<file path="src/rtl/counter_pkg.sv">
// Shared definitions for the golden 32-bit up/down counter: mode encodings and sizing.
package counter_pkg;
  localparam int WIDTH    = 32;
  localparam int STEP_BIG = 3;

  typedef enum logic [1:0] {
    MODE_UP1  = 2'b00,
    MODE_DN1  = 2'b01,
    MODE_DN3  = 2'b10,
    MODE_LOAD = 2'b11
  } mode_e;
endpackage

</file>
<file path="src/rtl/counter_next_state.sv">
// Combinational next-state logic: next count value, wrap flag and load flag for one enabled cycle.
module counter_next_state
  import counter_pkg::*;
#(
  parameter int W    = WIDTH,
  parameter int STEP = STEP_BIG
) (
  input  logic [W-1:0] q,
  input  logic [1:0]   mode,
  input  logic [W-1:0] d,
  output logic [W-1:0] next_q,
  output logic         wrap,
  output logic         is_load
);
  localparam logic [W:0] ONE_EXT  = (W+1)'(1);
  localparam logic [W:0] STEP_EXT = (W+1)'(STEP);

  logic [W:0] q_ext;
  logic [W:0] res_ext;

  assign q_ext = {1'b0, q};

  // The extra MSB of the W+1 result is the carry (up) or borrow (down), i.e. the wrap flag.
  always_comb begin
    res_ext = q_ext;
    next_q  = q;
    wrap    = 1'b0;
    is_load = 1'b0;
    case (mode)
      MODE_UP1: begin
        res_ext = q_ext + ONE_EXT;
        next_q  = res_ext[W-1:0];
        wrap    = res_ext[W];
      end
      MODE_DN1: begin
        res_ext = q_ext - ONE_EXT;
        next_q  = res_ext[W-1:0];
        wrap    = res_ext[W];
      end
      MODE_DN3: begin
        res_ext = q_ext - STEP_EXT;
        next_q  = res_ext[W-1:0];
        wrap    = res_ext[W];
      end
      MODE_LOAD: begin
        next_q  = d;
        is_load = 1'b1;
      end
      default: begin
        next_q  = q;
        wrap    = 1'b0;
        is_load = 1'b0;
      end
    endcase
  end
endmodule

</file>
<file path="src/rtl/scoreboard_counter32.sv">
// Golden reference counter: async active-low reset registers plus enable gating around the
// combinational next-state block. Q, rco and load are all registered.
module scoreboard_counter32
  import counter_pkg::*;
#(
  parameter int WIDTH_P    = WIDTH,
  parameter int STEP_BIG_P = STEP_BIG
) (
  input  logic               clk,
  input  logic               reset,
  input  logic               enable_,
  input  logic [1:0]         mode_sb32,
  input  logic [WIDTH_P-1:0] D_sb32,
  output logic [WIDTH_P-1:0] Q_sb32,
  output logic               rco_sb32,
  output logic               load_sb32
);
  logic [WIDTH_P-1:0] q_q, q_d;
  logic               rco_q, rco_d;
  logic               load_q, load_d;
  logic [WIDTH_P-1:0] next_q;
  logic               wrap;
  logic               is_load;

  counter_next_state #(
    .W    (WIDTH_P),
    .STEP (STEP_BIG_P)
  ) u_next (
    .q       (q_q),
    .mode    (mode_sb32),
    .d       (D_sb32),
    .next_q  (next_q),
    .wrap    (wrap),
    .is_load (is_load)
  );

  // Pulses are recomputed every cycle, so they drop on any idle cycle.
  always_comb begin
    q_d    = q_q;
    rco_d  = 1'b0;
    load_d = 1'b0;
    if (enable_) begin
      q_d    = next_q;
      rco_d  = wrap;
      load_d = is_load;
    end
  end

  always_ff @(posedge clk or negedge reset) begin
    if (!reset) begin
      q_q    <= '0;
      rco_q  <= 1'b0;
      load_q <= 1'b0;
    end else begin
      q_q    <= q_d;
      rco_q  <= rco_d;
      load_q <= load_d;
    end
  end

  assign Q_sb32    = q_q;
  assign rco_sb32  = rco_q;
  assign load_sb32 = load_q;
endmodule

</file>
<file path="config.mk">
export PLATFORM = sky130hd
export DESIGN_NAME = scoreboard_counter32
export DESIGN_NICKNAME = d
export VERILOG_FILES = /design/src/rtl/counter_pkg.sv /design/src/rtl/counter_next_state.sv /design/src/rtl/scoreboard_counter32.sv
export SDC_FILE = /design/constraint.sdc
export NUM_CORES = 1
export LEC_CHECK = 0
export CAP_MARGIN = 0
export CORE_MARGIN = 3
export CORE_UTILIZATION = 49
export CTS_CLUSTER_DIAMETER = 60
export DETAILED_ROUTE_END_ITERATION = 16
export PLACE_DENSITY_LB_ADDON = 0.25
export SLEW_MARGIN = 20
export SYNTH_ARGS = -nofsm -noshare
export SYNTH_HDL_FRONTEND = slang
export SYNTH_SLANG_ARGS = --single-unit
</file>
<file path="constraint.sdc">
create_clock -name clk -period 2.6 [get_ports clk]
set_input_delay 0.39 -clock clk [delete_from_list [all_inputs] [get_ports clk]]
set_output_delay 0.39 -clock clk [all_outputs]
set_load 0.02 [all_outputs]
</file>
Word-level counts from Yosys, hierarchy flattened:

Cells that the tools add are included.
Widths: inputs -> output; s select.

* register bits: 34
* output and inout bits: 34
* logic and storage cells: 15

* reductions and logical operators: 1
* mux-type cells: 5
* add/sub/neg operators: 3
* eq/ne operators: 3

Operators by type and width (count)
* $pmux 32 s4: 1
* $add 32x1->33 const B: 1
* $sub 32x1->33 const B: 1
* $sub 32x2->33 const B: 1
* $eq 2x2->1 const B: 2
* $mux 1: 3
* $pmux 1 s3: 1
* $eq 2x1->1 const B: 1
* $logic_not 2->1: 1

Logic depth before layout (Yosys ltp):

* depth after elaboration: 3
* mapped depth: 9
* gate-level depth less buffers: 8

Modules after synthesis:

A second synthesis with hierarchy kept.

* cell total of the unflattened synthesis: 480
* area total of the unflattened synthesis: 3789.9 um^2

Modules (own cells, without submodules)
* counter_next_state: cells an instance 408, times used 1, seq. area each 0.0 um^2, area each 2394.8 um^2
* scoreboard_counter32: cells an instance 72, times used 1, seq. area each 850.8 um^2, area each 1395.1 um^2

Worst setup path after synthesis:

No wires, ideal clock.

* path kind: reg-to-reg
* start point: register q_q[1] (netlist: Q_sb32[1])
* end point: register q_q[24] (netlist: Q_sb32[24])
* setup time: 0.137 ns
* arrival time: 2.482 ns
* stages on the path, launching flop included: 9
* setup slack: -0.019 ns
* cell sequence: dfrtp_1 ha_1 nand4_1 or4_1 clkbuf_1 o311a_1 a221oi_1 a21oi_1 a2bb2oi_1

* word-level cells in the longest chain between the ends: 2
* elaborated cells between the ends (all ways): 4
* classes of those cells: add/sub: 3; mux: 1

Ends and longest elaborated chain
* from (decl): RTL line scoreboard_counter32.sv:18 `logic [WIDTH_P-1:0] q_q, q_d;`
* from (signal assigned): RTL line scoreboard_counter32.sv:55 `q_q <= q_d;`
* $sub 32x2->33 (tied with other cells): RTL line counter_next_state.sv:41 `res_ext = q_ext - STEP_EXT;`
* $pmux 32 s4 (*): RTL line counter_next_state.sv:29 `case (mode)`

Mark *: on every way between the ends. The rest lies on a longest branch, timed or not.
A chain may end at the register's enable or synchronous reset.

Worst setup path after layout:

* start point: register q_q[5] (netlist: Q_sb32[5])
* end point: register q_q[29] (netlist: Q_sb32[29])

Same word-level chain as after synthesis.

==> flow_summary.yaml <==
status:
  outcome: "complete, no violations"
logic_synthesis:
  yosys.cell_types.count: 74
  synth_top_area_share_pct: 22.2
  synth-xor-area-share_pct: 2.74
  synth-simple-area-share_pct: 35.6
  yosys.area.top_type: "dfrtp_1"
  synth_edf_count: 0
  avgSynthCellArea_sq_um: 7.00
  muxShareOfSynthArea_pct: 1.93
  synth_top_family_by_area: "simple AND/OR/NAND/NOR gates"
  ys.flop_type: "dfrtp_1"
  ys_seq_area_share_pct: 22.2
  synth_compound_area_share_pct: 30.1
  synth_seq_cells: 34
  synth-async-reset-ratio_pct: 100
  yosys_warnings: 0
  synthAdderAreaFrac_pct: 0.653
  synth_area_sq_mm: 0.00383
  netlist_instances: 547
  synth_fp_nets: 586
  synth_area_leaders: "dfrtp_1, nand2_1, a21oi_1, clkbuf_1, o21ai_0"
layout:
  syn_to_final_growth_pct: 34.8
  drive_gt1_share_pct: 17.4
  fin_nets: 688
  fin_util_pct: 69.7
  diodes: 0
  n_fill_cell: 657
  seqCellArea_sq_um: 853
  postLayoutCellArea_sq_mm: 0.00516
  fin_cells: 749
  multi_input_area_sq_mm: 0.00277
clock_network:
  hold_buffers: 0
  numClockSinks: 34
  htreeDepth: 2
  cts_tree: "done"
  root_buffer: "clkbuf_8"
  insertion_delay_ns: 0.30
  cts_buffer_depth: 2
  clk_pin_slew_worst_paths_ns: 0.08
  cts_buffers: 5
place:
  dpl.cell_count: 739
  gp_congestion: 1.09
  dp_hpwl_um: 12600
  io_buffers: 70
  placed_cell_area_sq_mm: 0.00503
route:
  via_per_inst: 7.10
  wl_um: 17400
  drtPass1Iterations: 6
  ant_nets: 0
  drt_iter0_drc: 670
  drcViolationCount: 0
  post_drt_wl_per_cell_um: 23.2
  via_count: 5318
floorplan:
  die_h_um: 94.4
  coreArea_sq_mm: 0.00741
  io_pins: 71
  core.rowCount: 31
  initial_core_util_pct: 51.7
  die_x_um: 94.4
  die-area_sq_mm: 0.00892
timing:
  slew_headroom_pct: 56.4
  finalCriticalPeriod_ns: 2.53
  fin_skew_ns: 0.00713
  fmax_mhz: 396
  setup_viol: 0
  fin_setup_tns_ns: 0
  final_hold_viol_count: 0
  fin_crit_sh_pct: 97.2
  rsz0062_at_grt: "false"
  worstMarginPinSlew_ns: 0.654
  finalMaxSlewViolations: 0
flow_run:
  maxCapViolations: 0
global_route:
  grt_antenna_before_repair: 0
  grt_pass1_vias: 4947
  grt-ovfl-total: 0
  grt_max_degree: 55
  grt_pass1_wl_um: 26600
  grt_use_total_pct: 38.9
worst_setup_path:
  required_ns: 2.81
  crit_type: "flip-flop to flip-flop"
  worstPathMaxFanout: 10
  critPathMaxStageDelay_ns: 0.65
  critPathCaptureType: "flip-flop"
  crit_chain: "or4_1 > nor3_1 > nand2_1 > or3_1 > and4_1 > a21oi_1"
  critPathLaunchType: "flip-flop"
  arrival_ns: 2.73
  r2r_setup_slack_ns: 0.07
  slowest_stage: "or4_1"
  r2r.worst_path.cells: 6
  timing.rr.end: "Q_sb32[29]$_DFFE_PN0P_"
  r2r-start: "Q_sb32[5]$_DFFE_PN0P_"
power_and_ir_drop:
  power.density_mw_per_mm2: 582
  leakagePower_nw: 1.87
  irDropWorstVdd_uv: 400
min_path:
  hold_class: "primary input to asynchronous set/reset pin"
[cell usage after synthesis, types with 4 or more instances]
cell,count
nand2_1,59
dfrtp_1,34
or2_2,7
clkbuf_1,45
nor2_1,42
inv_1,10
and3_1,13
nand2b_1,6
a221oi_1,5
nand4_1,14
xnor2_1,10
nor4_1,21
o21ai_0,32
or4_1,10
a21oi_1,39
or3_1,10
nor3_1,27
o21ai_1,4
o22ai_1,6
o211ai_1,13
a22oi_1,4
a31oi_1,16
mux2i_1,4
buf_2,6
o221ai_1,5
a22o_1,4
nand3_1,25
[power by group]
| group | switching, mW | internal (mW) | leakage [nW] |
|---|---|---|---|
| sequential | 0.174 | 0.655 | 0.397 |
| clock | 0.219 | 0.191 | 0.0395 |
| combinational | 1.02 | 0.742 | 1.44 |
| total | 1.42 | 1.59 | 1.87 |
[worst max-delay path: cells and delay by family, from the launching register on]
| kind | cells | cell delay (ns) |
|---|---|---|
| AOI/OAI and AO/OA | 1 | 0.20 |
| DFF | 1 | 0.52 |
| and+or+nand+nor | 5 | 1.71 |
[stage by stage]
| step | worst slack, ns | hold slack (ns) | power, mW |
|---|---|---|---|
| 5_1_grt | 0.00337 | 0.571 | 3.14 |
| 3_5_place_dp | -0.0726 | 0.614 | 2.52 |
| 3_3_place_gp | 0.00369 | 0.570 | 2.50 |
| 6_report | 0.0735 | 0.534 | 3.01 |
| 4_1_cts | 0.0988 | 0.547 | 2.93 |
| 2_1_floorplan | 0.0813 | 0.0944 | 1.74 |
[per-layer routing]
| metal | global-route usage, % | vias up | routed length [um] |
|---|---|---|---|
| met1 | 49.7 | 2435 | 6390 |
| met3 | 8.05 | 114 | 2250 |
| met5 | 0 | - | 0 |
| met4 | 20.2 | 0 | 1180 |
| met2 | 61.7 | 467 | 7590 |
| li1 | - | 2302 | - |
[registers in the layout, summed over array words and instances, names as in the netlist]
name and count:
Q_sb32 32, rco_sb32 1, load_sb32 1
[placed cells by master, fill, tap and decap left out, types with 7 or more instances in the layout]
master           count
a21oi_1             39
a31oi_1             16
and3_1              13
buf_4               78
clkdlybuf4s50_1     69
dfrtp_1             32
inv_1               10
nand2_1             59
nand3_1             25
nand4_1             14
nor2_1              42
nor3_1              26
nor4_1              18
o211ai_1            13
o21ai_0             32
or2_2                7
or3_1               10
or4_1               10
xnor2_1             10
[worst max-delay path by stage]
stage          depth (start not counted)                     end             startpoint
3_3_place_gp                           8  Q_sb32[27]$_DFFE_PN0P_  Q_sb32[4]$_DFFE_PN0P_
4_1_cts                                7  Q_sb32[24]$_DFFE_PN0P_  Q_sb32[0]$_DFFE_PN0P_
3_5_place_dp                           8  Q_sb32[27]$_DFFE_PN0P_  Q_sb32[4]$_DFFE_PN0P_
2_1_floorplan                          8  Q_sb32[24]$_DFFE_PN0P_  Q_sb32[1]$_DFFE_PN0P_
5_1_grt                                6  Q_sb32[29]$_DFFE_PN0P_  Q_sb32[5]$_DFFE_PN0P_
6_report                               6  Q_sb32[29]$_DFFE_PN0P_  Q_sb32[5]$_DFFE_PN0P_
[final cells by class]
type                       instances  share of cell area, %
tap                               99                   2.40
clock buffer                       8                   1.55
sequential                        34                   16.5
timing repair buffer             149                   25.2
inverter                          11                  0.799
multi-input combinational        448                   53.5
[cell families (layout without fill, tap and decap cells)]
group,after synthesis,after routing
muxes,7,7
DFF,34,34
buffers and inverters,65,168
adders and majority gates,2,2
and+or+nand+nor,255,255
xor gates and xnor gates,12,12
AOI/OAI and AO/OA,172,172
[what timing repair did]
action                                  4_1_cts  5_1_grt
endpoints found under the setup margin        1        7
resized for setup                             0        7
setup buffers                                 1        1
endpoints found under the hold margin         0        0
(Power assumes the default switching activity.)
